`src/rtl/fetch_line_queue.sv`:
```
`default_nettype none
// =============================================================================
// Module      : fetch_line_queue
// Description : Fetch stage with redirect arbitration, a one-line reuse buffer,
//               an I-cache request FSM and a circular instruction queue.
// Revision    : 1.0 - initial release
// =============================================================================
module fetch_line_queue #(
   parameter int ADDR_W   = 40,
   parameter int LINE_W   = 128,
   parameter int IQ_DEPTH = 4
) (
   input  logic              CLK,
   input  logic              RST,
   input  logic [ADDR_W-1:0] RESET_ADDRESS,
   input  logic              WB_REDIRECT,
   input  logic [ADDR_W-1:0] WB_ADDR,
   input  logic              EXE_REDIRECT,
   input  logic [ADDR_W-1:0] EXE_ADDR,
   input  logic              DEC_REDIRECT,
   input  logic [ADDR_W-1:0] DEC_ADDR,
   input  logic              FENCE_I,
   output logic              ICACHE_REQ_VALID,
   input  logic              ICACHE_REQ_READY,
   output logic [ADDR_W-1:0] ICACHE_REQ_ADDR,
   output logic              ICACHE_REQ_KILL,
   output logic              ICACHE_INVALIDATE,
   input  logic              ICACHE_RESP_VALID,
   input  logic [LINE_W-1:0] ICACHE_RESP_DATA,
   input  logic              ICACHE_RESP_XCPT,
   output logic              FETCH_VALID,
   output logic [ADDR_W-1:0] FETCH_PC,
   output logic [31:0]       FETCH_INST,
   output logic              FETCH_XCPT_MISALIGNED,
   output logic              FETCH_XCPT_IF,
   input  logic              DEC_READY
);

   localparam int OFF   = $clog2(LINE_W / 8);
   localparam int TAG_W = ADDR_W - OFF;
   localparam int PTR_W = $clog2(IQ_DEPTH);
   localparam int CNT_W = $clog2(IQ_DEPTH + 1);

   localparam logic [1:0] S_IDLE  = 2'd0;
   localparam logic [1:0] S_REQ   = 2'd1;
   localparam logic [1:0] S_WAIT  = 2'd2;
   localparam logic [1:0] S_DRAIN = 2'd3;

   logic [1:0]        state_q, state_d;
   logic [ADDR_W-1:0] fpc_q, fpc_d;
   logic              boot_q, boot_d;
   logic              halt_q, halt_d;
   logic              xpend_q, xpend_d;
   logic              lb_valid_q, lb_valid_d;
   logic [TAG_W-1:0]  lb_tag_q, lb_tag_d;
   logic [LINE_W-1:0] lb_data_q, lb_data_d;
   logic [PTR_W-1:0]  wr_ptr_q, wr_ptr_d;
   logic [PTR_W-1:0]  rd_ptr_q, rd_ptr_d;
   logic [CNT_W-1:0]  count_q, count_d;

   logic [ADDR_W-1:0] iq_pc_q   [IQ_DEPTH];
   logic [31:0]       iq_inst_q [IQ_DEPTH];
   logic              iq_mis_q  [IQ_DEPTH];
   logic              iq_xif_q  [IQ_DEPTH];

   logic              ext_redirect, redirect;
   logic [ADDR_W-1:0] sel_addr;
   logic              lb_hit, misaligned, miss, head_valid, pop, can_push;
   logic [31:0]       lb_word;
   logic              push;
   logic [31:0]       push_inst;
   logic              push_mis, push_xif;

   assign ext_redirect = WB_REDIRECT | EXE_REDIRECT | DEC_REDIRECT;
   assign redirect     = ext_redirect | boot_q;

   always_comb begin
      sel_addr = RESET_ADDRESS;
      if (WB_REDIRECT)       sel_addr = WB_ADDR;
      else if (EXE_REDIRECT) sel_addr = EXE_ADDR;
      else if (DEC_REDIRECT) sel_addr = DEC_ADDR;
   end

   assign lb_hit     = lb_valid_q & (lb_tag_q == fpc_q[ADDR_W-1:OFF]);
   assign misaligned = fpc_q[1:0] != 2'b00;
   // A pending fault entry blocks a re-request of the faulting line.
   assign miss       = ~lb_hit & ~halt_q & ~misaligned & ~xpend_q;
   assign lb_word    = 32'(lb_data_q >> {fpc_q[OFF-1:0], 3'b000});

   assign head_valid = count_q != '0;
   assign pop        = head_valid & DEC_READY & ~redirect;
   assign can_push   = (count_q != CNT_W'(IQ_DEPTH)) | pop;

   // Fetch PC, halt and line-buffer update
   always_comb begin
      fpc_d      = fpc_q;
      boot_d     = 1'b0;
      halt_d     = halt_q;
      xpend_d    = xpend_q;
      lb_valid_d = lb_valid_q;
      lb_tag_d   = lb_tag_q;
      lb_data_d  = lb_data_q;
      push       = 1'b0;
      push_inst  = 32'h0;
      push_mis   = 1'b0;
      push_xif   = 1'b0;
      if (redirect) begin
         fpc_d   = sel_addr;
         halt_d  = 1'b0;
         xpend_d = 1'b0;
      end else if (!halt_q && can_push) begin
         if (xpend_q) begin
            push     = 1'b1;
            push_xif = 1'b1;
            halt_d   = 1'b1;
            xpend_d  = 1'b0;
         end else if (misaligned) begin
            push     = 1'b1;
            push_mis = 1'b1;
            halt_d   = 1'b1;
         end else if (lb_hit) begin
            push      = 1'b1;
            push_inst = lb_word;
            fpc_d     = fpc_q + ADDR_W'(4);
         end
      end
      // fpc_q still names the requested line while in WAIT
      if (state_q == S_WAIT && ICACHE_RESP_VALID) begin
         if (ICACHE_RESP_XCPT) begin
            lb_valid_d = 1'b0;
            if (!redirect) xpend_d = 1'b1;
         end else begin
            lb_valid_d = 1'b1;
            lb_tag_d   = fpc_q[ADDR_W-1:OFF];
            lb_data_d  = ICACHE_RESP_DATA;
         end
      end
      if (FENCE_I) lb_valid_d = 1'b0;
   end

   always_comb begin
      wr_ptr_d = wr_ptr_q;
      rd_ptr_d = rd_ptr_q;
      count_d  = count_q;
      if (redirect) begin
         wr_ptr_d = '0;
         rd_ptr_d = '0;
         count_d  = '0;
      end else begin
         if (push) wr_ptr_d = wr_ptr_q + PTR_W'(1);
         if (pop)  rd_ptr_d = rd_ptr_q + PTR_W'(1);
         count_d = count_q + CNT_W'(push) - CNT_W'(pop);
      end
   end

   // FSM next state
   always_comb begin
      state_d = state_q;
      case (state_q)
         S_IDLE:  if (miss && !redirect) state_d = S_REQ;
         S_REQ: begin
            if (!redirect) begin
               if (!miss)                 state_d = S_IDLE;
               else if (ICACHE_REQ_READY) state_d = S_WAIT;
            end
         end
         S_WAIT: begin
            if (ICACHE_RESP_VALID)          state_d = S_IDLE;
            else if (redirect || FENCE_I)   state_d = S_DRAIN;
         end
         S_DRAIN: if (ICACHE_RESP_VALID) state_d = S_IDLE;
         default: state_d = S_IDLE;
      endcase
   end

   // FSM outputs
   always_comb begin
      ICACHE_REQ_VALID  = (state_q == S_REQ) & ~redirect & miss;
      ICACHE_REQ_ADDR   = ICACHE_REQ_VALID ? {fpc_q[ADDR_W-1:OFF], {OFF{1'b0}}} : '0;
      ICACHE_REQ_KILL   = (state_q == S_WAIT) & ~ICACHE_RESP_VALID & (redirect | FENCE_I);
      ICACHE_INVALIDATE = FENCE_I & ~ext_redirect;
   end

   always_comb begin
      FETCH_VALID           = head_valid;
      FETCH_PC              = head_valid ? iq_pc_q[rd_ptr_q]   : '0;
      FETCH_INST            = head_valid ? iq_inst_q[rd_ptr_q] : 32'h0;
      FETCH_XCPT_MISALIGNED = head_valid & iq_mis_q[rd_ptr_q];
      FETCH_XCPT_IF         = head_valid & iq_xif_q[rd_ptr_q];
   end

   always_ff @(posedge CLK or posedge RST) begin
      if (RST) begin
         state_q    <= S_IDLE;
         fpc_q      <= '0;
         boot_q     <= 1'b1;
         halt_q     <= 1'b0;
         xpend_q    <= 1'b0;
         lb_valid_q <= 1'b0;
         lb_tag_q   <= '0;
         lb_data_q  <= '0;
         wr_ptr_q   <= '0;
         rd_ptr_q   <= '0;
         count_q    <= '0;
      end else begin
         state_q    <= state_d;
         fpc_q      <= fpc_d;
         boot_q     <= boot_d;
         halt_q     <= halt_d;
         xpend_q    <= xpend_d;
         lb_valid_q <= lb_valid_d;
         lb_tag_q   <= lb_tag_d;
         lb_data_q  <= lb_data_d;
         wr_ptr_q   <= wr_ptr_d;
         rd_ptr_q   <= rd_ptr_d;
         count_q    <= count_d;
      end
   end

   always_ff @(posedge CLK or posedge RST) begin
      if (RST) begin
         for (int i = 0; i < IQ_DEPTH; i++) begin
            iq_pc_q[i]   <= '0;
            iq_inst_q[i] <= 32'h0;
            iq_mis_q[i]  <= 1'b0;
            iq_xif_q[i]  <= 1'b0;
         end
      end else if (push && !redirect) begin
         iq_pc_q[wr_ptr_q]   <= fpc_q;
         iq_inst_q[wr_ptr_q] <= push_inst;
         iq_mis_q[wr_ptr_q]  <= push_mis;
         iq_xif_q[wr_ptr_q]  <= push_xif;
      end
   end

endmodule
`default_nettype wire

```
`config.mk`:
```
export PLATFORM = sky130hd
export DESIGN_NAME = fetch_line_queue
export DESIGN_NICKNAME = d
export VERILOG_FILES = /design/src/rtl/fetch_line_queue.sv
export SDC_FILE = /design/constraint.sdc
export NUM_CORES = 1
export LEC_CHECK = 0
export ABC_AREA = 1
export CORE_MARGIN = 8
export CORE_UTILIZATION = 32
export CTS_CLUSTER_DIAMETER = 80
export DETAILED_ROUTE_END_ITERATION = 8
export HOLD_SLACK_MARGIN = 0.08
export PLACE_DENSITY = 0.64
export SYNTH_ARGS = -nofsm -noshare
export SYNTH_HDL_FRONTEND = slang
export SYNTH_SLANG_ARGS = --single-unit
```
`constraint.sdc`:
```
create_clock -name CLK -period 15.3 [get_ports CLK]
set_input_delay 2.295 -clock CLK [delete_from_list [all_inputs] [get_ports CLK]]
set_output_delay 2.295 -clock CLK [all_outputs]
set_load 0.02 [all_outputs]
```
==> flow_metrics.tcl, run 1 <==
set metrics [dict create \
    outcome "finished clean" \
    busiest_layer "met2" \
    rsz0062_at_grt "no" \
    synthAdderAreaFrac_pct 0.381 \
    cpMaxStageDelayCell "clkdlybuf4s50_1" \
    cp_data_required_time_ns 13.01 \
    clk_pin_slew_worst_paths_ns 0.06 \
    synth_xor_area_share_pct 0.774 \
    routabilityCongestion 0.922 \
    yosysWarnings 0 \
    die_y_um 313 \
    ant_nets 0 \
    synth_edf_count 0 \
    synth-seq-cells 513 \
    clock_latency_ns 0.64 \
    r2r_slack_ns 11.37 \
    hold_class "flop to flop" \
    drv_slew 0 \
    yosys.area_share.simple_pct 24.1 \
    power_w 0.00432 \
    worstPathArrival_ns 5.26 \
    ys.flop_type "dfrtp_1" \
    worst_setup_path_start_kind "input pin" \
    io_buffer_count 411 \
    cp_max_fo 63 \
    cp.buffers_inverters 6 \
    cp_slowest_stage_delay_ns 0.61 \
    met3_usage_pct 3.55 \
    die-area_sq_um 98100 \
    grt.overflow.total 0 \
    io_pins 416 \
    wl_per_cell_um 19.6 \
    period_minus_slack_ns 7.55 \
    setup_viol 0 \
    p_leak_nw 15.6 \
    grt_first_pass_wirelength_um 157000 \
    dr.pass1.iters 6 \
    use_met1_pct 28.8 \
    grt_util_met2_pct 31.2 \
    place_area_sq_um 33000 \
    final_cell_mix "nand2_1, dfrtp_1, o21ai_0" \
    grt_usage_pct 20.1 \
    clock-sinks 513 \
    cts_max_level 2 \
    hold_viol_final 0 \
    drive_gt1_share_pct 7.73 \
    crit_family "buffers and inverters" \
    worstSetupPathType "input pin to output pin" \
    synth-seq-area-share_pct 45.4 \
    drt_iter0_markers 2499 \
    design_area_sq_um 35000 \
    finalCritPeriodShare_pct 49.4 \
    cts_resized 0 \
    power.density_nw_per_um2 123 \
    root_buffer "clkbuf_16" \
    fin_nets 4358 \
    drv_cap 0 \
    antenna_found_initial 2 \
    post-route-util_pct 39.8 \
    syn_inst 3805 \
    synth_compound_area_share_pct 19.0 \
    die_w_um 313 \
    rows 109 \
    synth.area.mux_share_pct 2.75 \
    tightest_slew_ns 1.16 \
    maxSlewHeadroom_pct 22.9 \
    synth_top_family_by_area "simple AND/OR/NAND/NOR gates" \
    grt_pass1_vias 25500 \
    postCtsHoldBufs 0 \
    max_freq_mhz 132 \
    cts_tree "yes" \
    avgSynthCellArea_sq_um 7.43 \
    clk_path_buf_depth 3 \
    ir_worst_vdd_uv 95.3 \
    netlist_area_sq_um 28300 \
    area_growth_pct 23.9 \
    coreArea_sq_um 88000 \
    remaining_drc_errors 0 \
    cts_inserted_buffers 59 \
    netlist-cell-type-count 55 \
    cts_setup_buffers 0 \
    finalSetupTns_ns 0 \
    layout_commonest_cell "nand2_1" \
    via_count 26800 \
    crit_path_cell_trace "clkdlybuf4s50_1 -> buf_4 -> inv_2 -> nand3b_4 -> buf_4 -> o21ai_0 -> inv_1 -> clkdlybuf4s50_1" \
    end_kind "output pin" \
    finalWirelength_um 103000 \
    post-dp-hpwl_um 71700 \
    synthArstFlopShare_pct 100 \
    vias_per_cell 5.10 \
    fin_skew_ns 0.0308 \
    grt_start_max_net_pins 188 \
    initial_core_util_pct 32.1 \
]
final timing paths:
path | endpoint | cells after the start | from
max | ICACHE_REQ_KILL | 8 | DEC_REDIRECT
min | iq_inst_q[118] | 2 | iq_inst_q[118]
max reg2reg | iq_inst_q[1] | 11 | boot_q
min reg2reg | iq_inst_q[118] | 2 | iq_inst_q[118]
max in group asynchronous | rd_ptr_q[0] | 5 | RST
min in group asynchronous | lb_data_q[108] | 2 | RST
flip-flops by register name, indices dropped and copies added, names as in the netlist:
register and cells:
state_q 2, halt_q 1, rd_ptr_q 2, lb_valid_q 1, count_q 3, iq_xif_q 4, iq_mis_q 4, iq_inst_q 128
iq_pc_q 160, lb_data_q 128, boot_q 1, xpend_q 1, lb_tag_q 36, wr_ptr_q 2, fpc_q 40
worst reg2reg max path: stages, from the launching register on:
cell and delay, ns:
dfstp_2 0.51, nand3b_4 0.12, buf_4 0.56, inv_1 0.09, buf_4 0.31, nand3_4 0.20, inv_6 0.07, nand2_4 0.43
buf_4 0.71, inv_2 0.55, nand2_1 0.19, nand2_1 0.06
cell type report:
type                            count  area (sq um)
Tap cell                         1165          1460
Sequential cell                   513         12800
Fill cell                        9145         52900
Inverter                          242           921
Clock inverter                     31           425
Multi-Input combinational cell   2787         13300
Clock buffer                       80          1640
Antenna cell                        1          2.50
Timing Repair Buffer              449          4420
cell usage after synthesis, types with 14 or more instances:
cell / instances / share of area, %
a21oi_1: 236 / 4.2
a31oi_1: 20 / 0.44
buf_1: 21 / 0.28
buf_2: 41 / 0.73
buf_6: 19 / 0.76
clkbuf_1: 173 / 2.3
dfrtp_1: 512 / 45
inv_1: 208 / 2.8
inv_2: 29 / 0.38
mux2_2: 69 / 2.7
nand2_1: 1025 / 14
nand3_1: 84 / 1.5
nand4_1: 20 / 0.44
nor2_1: 472 / 6.3
nor2_2: 23 / 0.51
nor3_1: 26 / 0.46
o2111ai_1: 26 / 0.81
o211ai_1: 41 / 1.1
o21ai_0: 483 / 8.5
o21ai_1: 103 / 1.8
o221ai_1: 16 / 0.50
o22ai_1: 14 / 0.31
o311ai_0: 18 / 0.56
or2_2: 23 / 0.51
xor2_1: 20 / 0.62
power breakdown:
| part | internal (W) | switching [W] |
|---|---|---|
| logic | 0.000391 | 0.000643 |
| registers | 0.00160 | 0.000187 |
| clock network | 0.000879 | 0.000619 |
kinds of logic after synthesis:
kind of cell	count (synthesis)
and+or+nand+nor	1698
AOI/OAI and AO/OA	982
DFF	513
buffers and inverters	509
muxes	69
xor gates and xnor gates	25
adders and majority gates	8
other	1
layer usage:
| layer | up-vias | share of wire (%) |
|---|---|---|
| met1 | 12700 | 46 |
| met5 | - | 0.013 |
| met2 | 960 | 45 |
| li1 | 13000 | - |
| met4 | 2 | 2.5 |
| met3 | 152 | 7.0 |
stage by stage:
step           hold slack (ns)  worst slack, ns  cells
5_1_grt                  0.488             7.50   5267
6_report                 0.473             7.75   5268
3_5_place_dp             0.460             7.75   5156
2_1_floorplan            0.444             6.04   3809
3_3_place_gp             0.458             7.75   5156
4_1_cts                  0.477             7.75   5267
Note: power is estimated with default switching activity, not from simulation.
==> run 2: changes to the inputs <==
PLACE_DENSITY = 0.62   (was 0.64)
clock period = 7.4 ns   (was 15.3 ns; I/O delays follow)
==> run 2 against run 1 <==
Against the previous run: register-to-register slack lost 7.8 ns; sequential cell count is the same; sequential share of layout area up 0.071 points; via count is essentially flat; die area is the same; wire length is 2.1% higher; worst setup slack worse by 5.8 ns; clock power rose by 110%; sequential power is 110% higher; first-iteration DRC count up 15%; clock-buffer cell count decreased by 9; final area shrank 0.19%.
==> flow_metrics.tcl, run 2 (synthesized netlist as in run 1, its figures left out) <==
set metrics [dict create \
    outcome "finished clean" \
    rr_startpoint "fpc_q[29]" \
    max_freq_mhz 184 \
    tightest_slew_ns 1.18 \
    timing.final.ws_setup_ns 1.97 \
    top_regs "iq_pc_q: 160 flops, iq_inst_q: 128 flops, lb_data_q: 128 flops" \
    cp_num_cells 7 \
    top_register "iq_pc_q" \
    worst_setup_path_start_kind "input pin" \
    hold_class "flop to flop" \
    cp_max_fo 53 \
    r2r_end "iq_inst_q[86]" \
    setup_viol 0 \
    io_pins 416 \
    clk_pin_slew_worst_paths_ns 0.06 \
    maxSlewHeadroom_pct 21.6 \
    cts_tree "yes" \
    postCtsHoldBufs 0 \
    io_buffer_count 411 \
    largest_register_ff_count 160 \
    cpMaxStageDelayCell "clkdlybuf4s50_1" \
    hold_depth 2 \
    register_area_sq_um 12800 \
    finalWirelength_um 105000 \
    grt_first_pass_wirelength_um 160000 \
    rows 109 \
    rsz0062_at_grt "no" \
    vias_per_cell 5.11 \
    drv_cap 0 \
    wl_per_cell_um 20.0 \
    ir_worst_vdd_uv 195 \
    die_w_um 313 \
    worstPathArrival_ns 4.32 \
    cts_max_level 2 \
    pre_cts_ws_ns 1.75 \
    crit_path_cell_trace "clkdlybuf4s50_1 -> nor2_8 -> nand3b_4 -> nor2_1 -> inv_2 -> nor2_1 -> clkdlybuf4s50_1" \
    min_to "iq_inst_q[104]" \
    grt.overflow.total 0 \
    clock-sinks 513 \
    drive_gt1_share_pct 7.58 \
    cts_setup_buffers 0 \
    remaining_drc_errors 0 \
    grt_start_max_net_pins 186 \
    instances_no_fill 5255 \
    grt_usage_pct 20.6 \
    fin_nets 4349 \
    antenna_found_initial 2 \
    die-area_sq_um 98100 \
    clock_latency_ns 0.62 \
    n_fill_cell 9117 \
    area_growth_pct 23.6 \
    reg2regPathDepth 15 \
    cts_resized 0 \
    power.density_nw_per_um2 256 \
    cts_inserted_buffers 57 \
    routabilityCongestion 0.900 \
    grt_pass1_vias 25400 \
    initial_core_util_pct 32.1 \
    numPlacedInstances 5149 \
    hp-start "iq_inst_q[104]" \
    end_kind "output pin" \
    post-dp-hpwl_um 73000 \
    finalCritPeriodShare_pct 73.4 \
    cp_data_required_time_ns 6.29 \
    root_buffer "clkbuf_16" \
    p_leak_nw 15.5 \
    multi_input_area_sq_um 13300 \
    fin_skew_ns 0.0169 \
    r2r_slack_ns 3.61 \
    via_count 26900 \
    coreArea_sq_um 88000 \
    layout_commonest_cell "nand2_1" \
    crit_family "buffers and inverters" \
    dr.pass1.iters 6 \
    ant_nets 0 \
    clk_path_buf_depth 3 \
    startpoint "WB_REDIRECT" \
    period_minus_slack_ns 5.43 \
    cp.buffers_inverters 3 \
    hold_viol_final 0 \
    worstSetupPathType "input pin to output pin" \
    drt_iter0_markers 2877 \
    whs_ns 0.472 \
    die_y_um 313 \
    drv_slew 0 \
    cp_slowest_stage_delay_ns 0.68 \
    final_cell_mix "nand2_1, dfrtp_1, o21ai_0" \
]
==> run 2: changes by cell type in the layout (fill, tap and decap cells not counted), sizes merged <==
cell / delta
clkbuf: -9
clkinv: +1
clkinvlp: +5
bufinv: +3
buf: -7
inv: -6
==> run 2: worst reg2reg max path: cells and delay by family, from the launching register on <==
family | cells | cell delay [ns]
compound gates | 1 | 0.22
buf+inv | 4 | 1.38
simple gates | 10 | 1.53
flops | 1 | 0.49
==> run 2: where the power goes <==
group          switching, W  leakage (nW)  internal, W
clock               0.00124         0.984      0.00185
sequential         0.000387          6.42      0.00331
combinational       0.00137          8.12     0.000805
total               0.00300          15.5      0.00596
==> run 2: layout make-up <==
type	instances	area share [%]
clock buffers	71	4.46
repair buffers	442	12.5
multi-input cells	2787	38.1
well taps	1165	4.17
inverters	242	2.64
diodes	1	0.00716
flip-flops and latches	513	36.7
clock inverters	34	1.35
==> run 2: how the worst max path moves through the flow <==
stage | slack, ns | to
final | 1.97 | ICACHE_REQ_ADDR[8]
after CTS | 1.88 | FETCH_INST[17]
after global routing | 1.70 | FETCH_INST[17]
after floorplan | -0.68 | count_q[0]
after detailed placement | 1.75 | iq_inst_q[70]
after global placement | 1.84 | iq_inst_q[72]
==> run 2: per-layer routing <==
metal,vias up,wire length [um],track usage [%],share of wire [%]
met3,126,7220,2.86,6.9
met2,1030,46700,31.7,44
li1,13000,-,-,-
met4,2,2290,4.77,2.2
met5,-,9,0,0.0086
met1,12700,48900,30.3,47
==> run 2: per-stage QoR <==
step | setup TNS (ns) | area (sq um) | power [W] | utilization, %
after floorplan | -345.85 | 28300 | 0.00503 | -
after global placement | 0 | 32900 | 0.00585 | 37.4
after detailed placement | 0 | 32900 | 0.00588 | 37.4
after CTS | 0 | 35000 | 0.00899 | 39.7
after global routing | 0 | 35000 | 0.00944 | 39.7
final | 0 | 35000 | 0.00896 | 39.7
==> run 3: changes to the inputs <==
clock period = 5.25 ns   (was 7.4 ns; I/O delays follow)
==> run 3 against run 2 <==
Against the previous run: via count increased by 0.99%; largest power group unchanged; power increased by 40%; worst setup slack got worse by 1.2 ns; clock skew increased by 0.0031 ns; sequential cell count unchanged; die area unchanged; first-iteration DRC count decreased by 5.2%; utilization increased by 0.20 points.
==> flow_metrics.tcl, run 3 (synthesized netlist as in run 1, its figures left out) <==
set metrics [dict create \
    crit_top_cell "buf_4" \
    post-route-util_pct 39.9 \
    cpMaxStageDelayCell "dfrtp_4" \
    worstPathArrival_ns 3.66 \
    internal-power_w 0.00831 \
    whs_ns 0.471 \
    remaining_drc_errors 0 \
    busiest_layer "met2" \
    top_regs "iq_pc_q: 160 flops, iq_inst_q: 128 flops, lb_data_q: 128 flops" \
    die_w_um 313 \
    maxSlewHeadroom_pct 25.0 \
    grt.overflow.total 0 \
    cp_max_fo 59 \
    clk_pin_slew_worst_paths_ns 0.06 \
    drv_cap 0 \
    vias_per_cell 5.13 \
    antenna_found_initial 5 \
    hold_viol_final 0 \
    fin_skew_ns 0.0200 \
    top_register "iq_pc_q" \
    dr.pass1.iters 6 \
    drive_gt1_share_pct 8.21 \
    p_leak_nw 15.7 \
    grt_pass1_vias 25600 \
    ant_nets 0 \
    design_area_sq_um 35100 \
    hold_class "flop to flop" \
    clock-sinks 513 \
    via_count 27100 \
    cts_tree "yes" \
    postCtsHoldBufs 0 \
    io_pins 416 \
    rsz0062_at_grt "no" \
    routabilityCongestion 0.882 \
    met3_usage_pct 3.46 \
    grt_start_max_net_pins 164 \
    grt_usage_pct 20.7 \
    root_buffer "clkbuf_16" \
    largest_register_ff_count 160 \
    final_cell_mix "nand2_1, dfrtp_1, o21ai_0" \
    power_frac_clock_pct 34.0 \
    cp.buffers_inverters 4 \
    crit_path_cell_trace "clkinv_2 -> buf_4 -> buf_4 -> o21ai_0 -> a21oi_1 -> clkdlybuf4s50_1" \
    initial_core_util_pct 32.1 \
    period_minus_slack_ns 4.45 \
    drt_iter0_markers 2726 \
    worst_setup_path_start_kind "flop" \
    clk_path_buf_depth 3 \
    power.density_nw_per_um2 356 \
    grt_first_pass_wirelength_um 161000 \
    fin_nets 4374 \
    post-dp-hpwl_um 75600 \
    grt_util_met2_pct 31.9 \
    cts_max_level 2 \
    setup_viol 0 \
    ir_worst_vdd_uv 266 \
    drv_slew 0 \
    pre_cts_ws_ns 1.12 \
    layout_commonest_cell "nand2_1" \
    die-area_sq_um 98100 \
    wl_per_cell_um 20.1 \
    p_sw_w 0.00421 \
    rows 109 \
    timing.final.ws_setup_ns 0.801 \
    switching_share_pct 33.6 \
    cts_resized 0 \
    p_seq_share_pct 41.7 \
    finalCritPeriodShare_pct 84.7 \
    cts_setup_buffers 0 \
    cts_inserted_buffers 59 \
    coreArea_sq_um 88000 \
    worstSetupPathType "flop to output pin" \
    crit_family "buffers and inverters" \
    die_y_um 313 \
    clock_latency_ns 0.63 \
    max_freq_mhz 225 \
    use_met1_pct 30.1 \
    area_growth_pct 24.3 \
    io_buffer_count 411 \
    outcome "finished clean" \
    tightest_slew_ns 1.12 \
    place_area_sq_um 33100 \
    finalWirelength_um 106000 \
    combPwrFrac_pct 24.3 \
    end_kind "output pin" \
    cp_slowest_stage_delay_ns 0.71 \
    cp_data_required_time_ns 4.46 \
]
## run 3: per-stage QoR
| stage | TNS, ns | total power [W] | std cells |
|---|---|---|---|
| floorplan | -1282.09 | 0.00709 | 3809 |
| global placement | 0 | 0.00823 | 5172 |
| detailed placement | 0 | 0.00829 | 5172 |
| CTS | 0 | 0.0126 | 5282 |
| global route | 0 | 0.0132 | 5284 |
| finish | 0 | 0.0125 | 5284 |
## run 3: tightest hold or removal path, cell delays in order, from the launching register on
cell and delay (ns):
dfrtp_1 0.33, nand2_1 0.05, nand2_1 0.05
## run 3: power by group through the flow
stage                     logic, W  clock network (W)  registers (W)
after global placement     0.00297                  0        0.00526
after global routing       0.00341            0.00450        0.00530
after floorplan            0.00203                  0        0.00506
after detailed placement   0.00301                  0        0.00528
final                      0.00304            0.00425        0.00523
after CTS                  0.00302            0.00436        0.00521
## run 3: worst paths after layout
kind / from / endpoint / slack, ns / cells past startpoint
min: iq_inst_q[5] / iq_inst_q[5] / 0.47 / 2
min reg2reg: iq_inst_q[5] / iq_inst_q[5] / 0.47 / 2
max in group asynchronous: RST / fpc_q[17] / 3.41 / 4
max reg2reg: fpc_q[1] / iq_inst_q[76] / 1.62 / 12
max: rd_ptr_q[0] / FETCH_XCPT_MISALIGNED / 0.80 / 6
min in group asynchronous: RST / iq_inst_q[101] / 0.50 / 2
## run 3: cell type report
cell class / count / area, sq um
Tap cell: 1165 / 1460
Clock buffer: 88 / 1740
Clock inverter: 22 / 278
Sequential cell: 513 / 12800
Inverter: 242 / 921
Timing Repair Buffer: 465 / 4570
Multi-Input combinational cell: 2787 / 13300
Antenna cell: 2 / 5.00
Fill cell: 9155 / 52800
## run 3: layer usage
layer | vias up | wire, um
li1 | 13000 | -
met1 | 13000 | 49500
met2 | 946 | 47100
met3 | 132 | 7090
met4 | 2 | 2320
met5 | - | 13
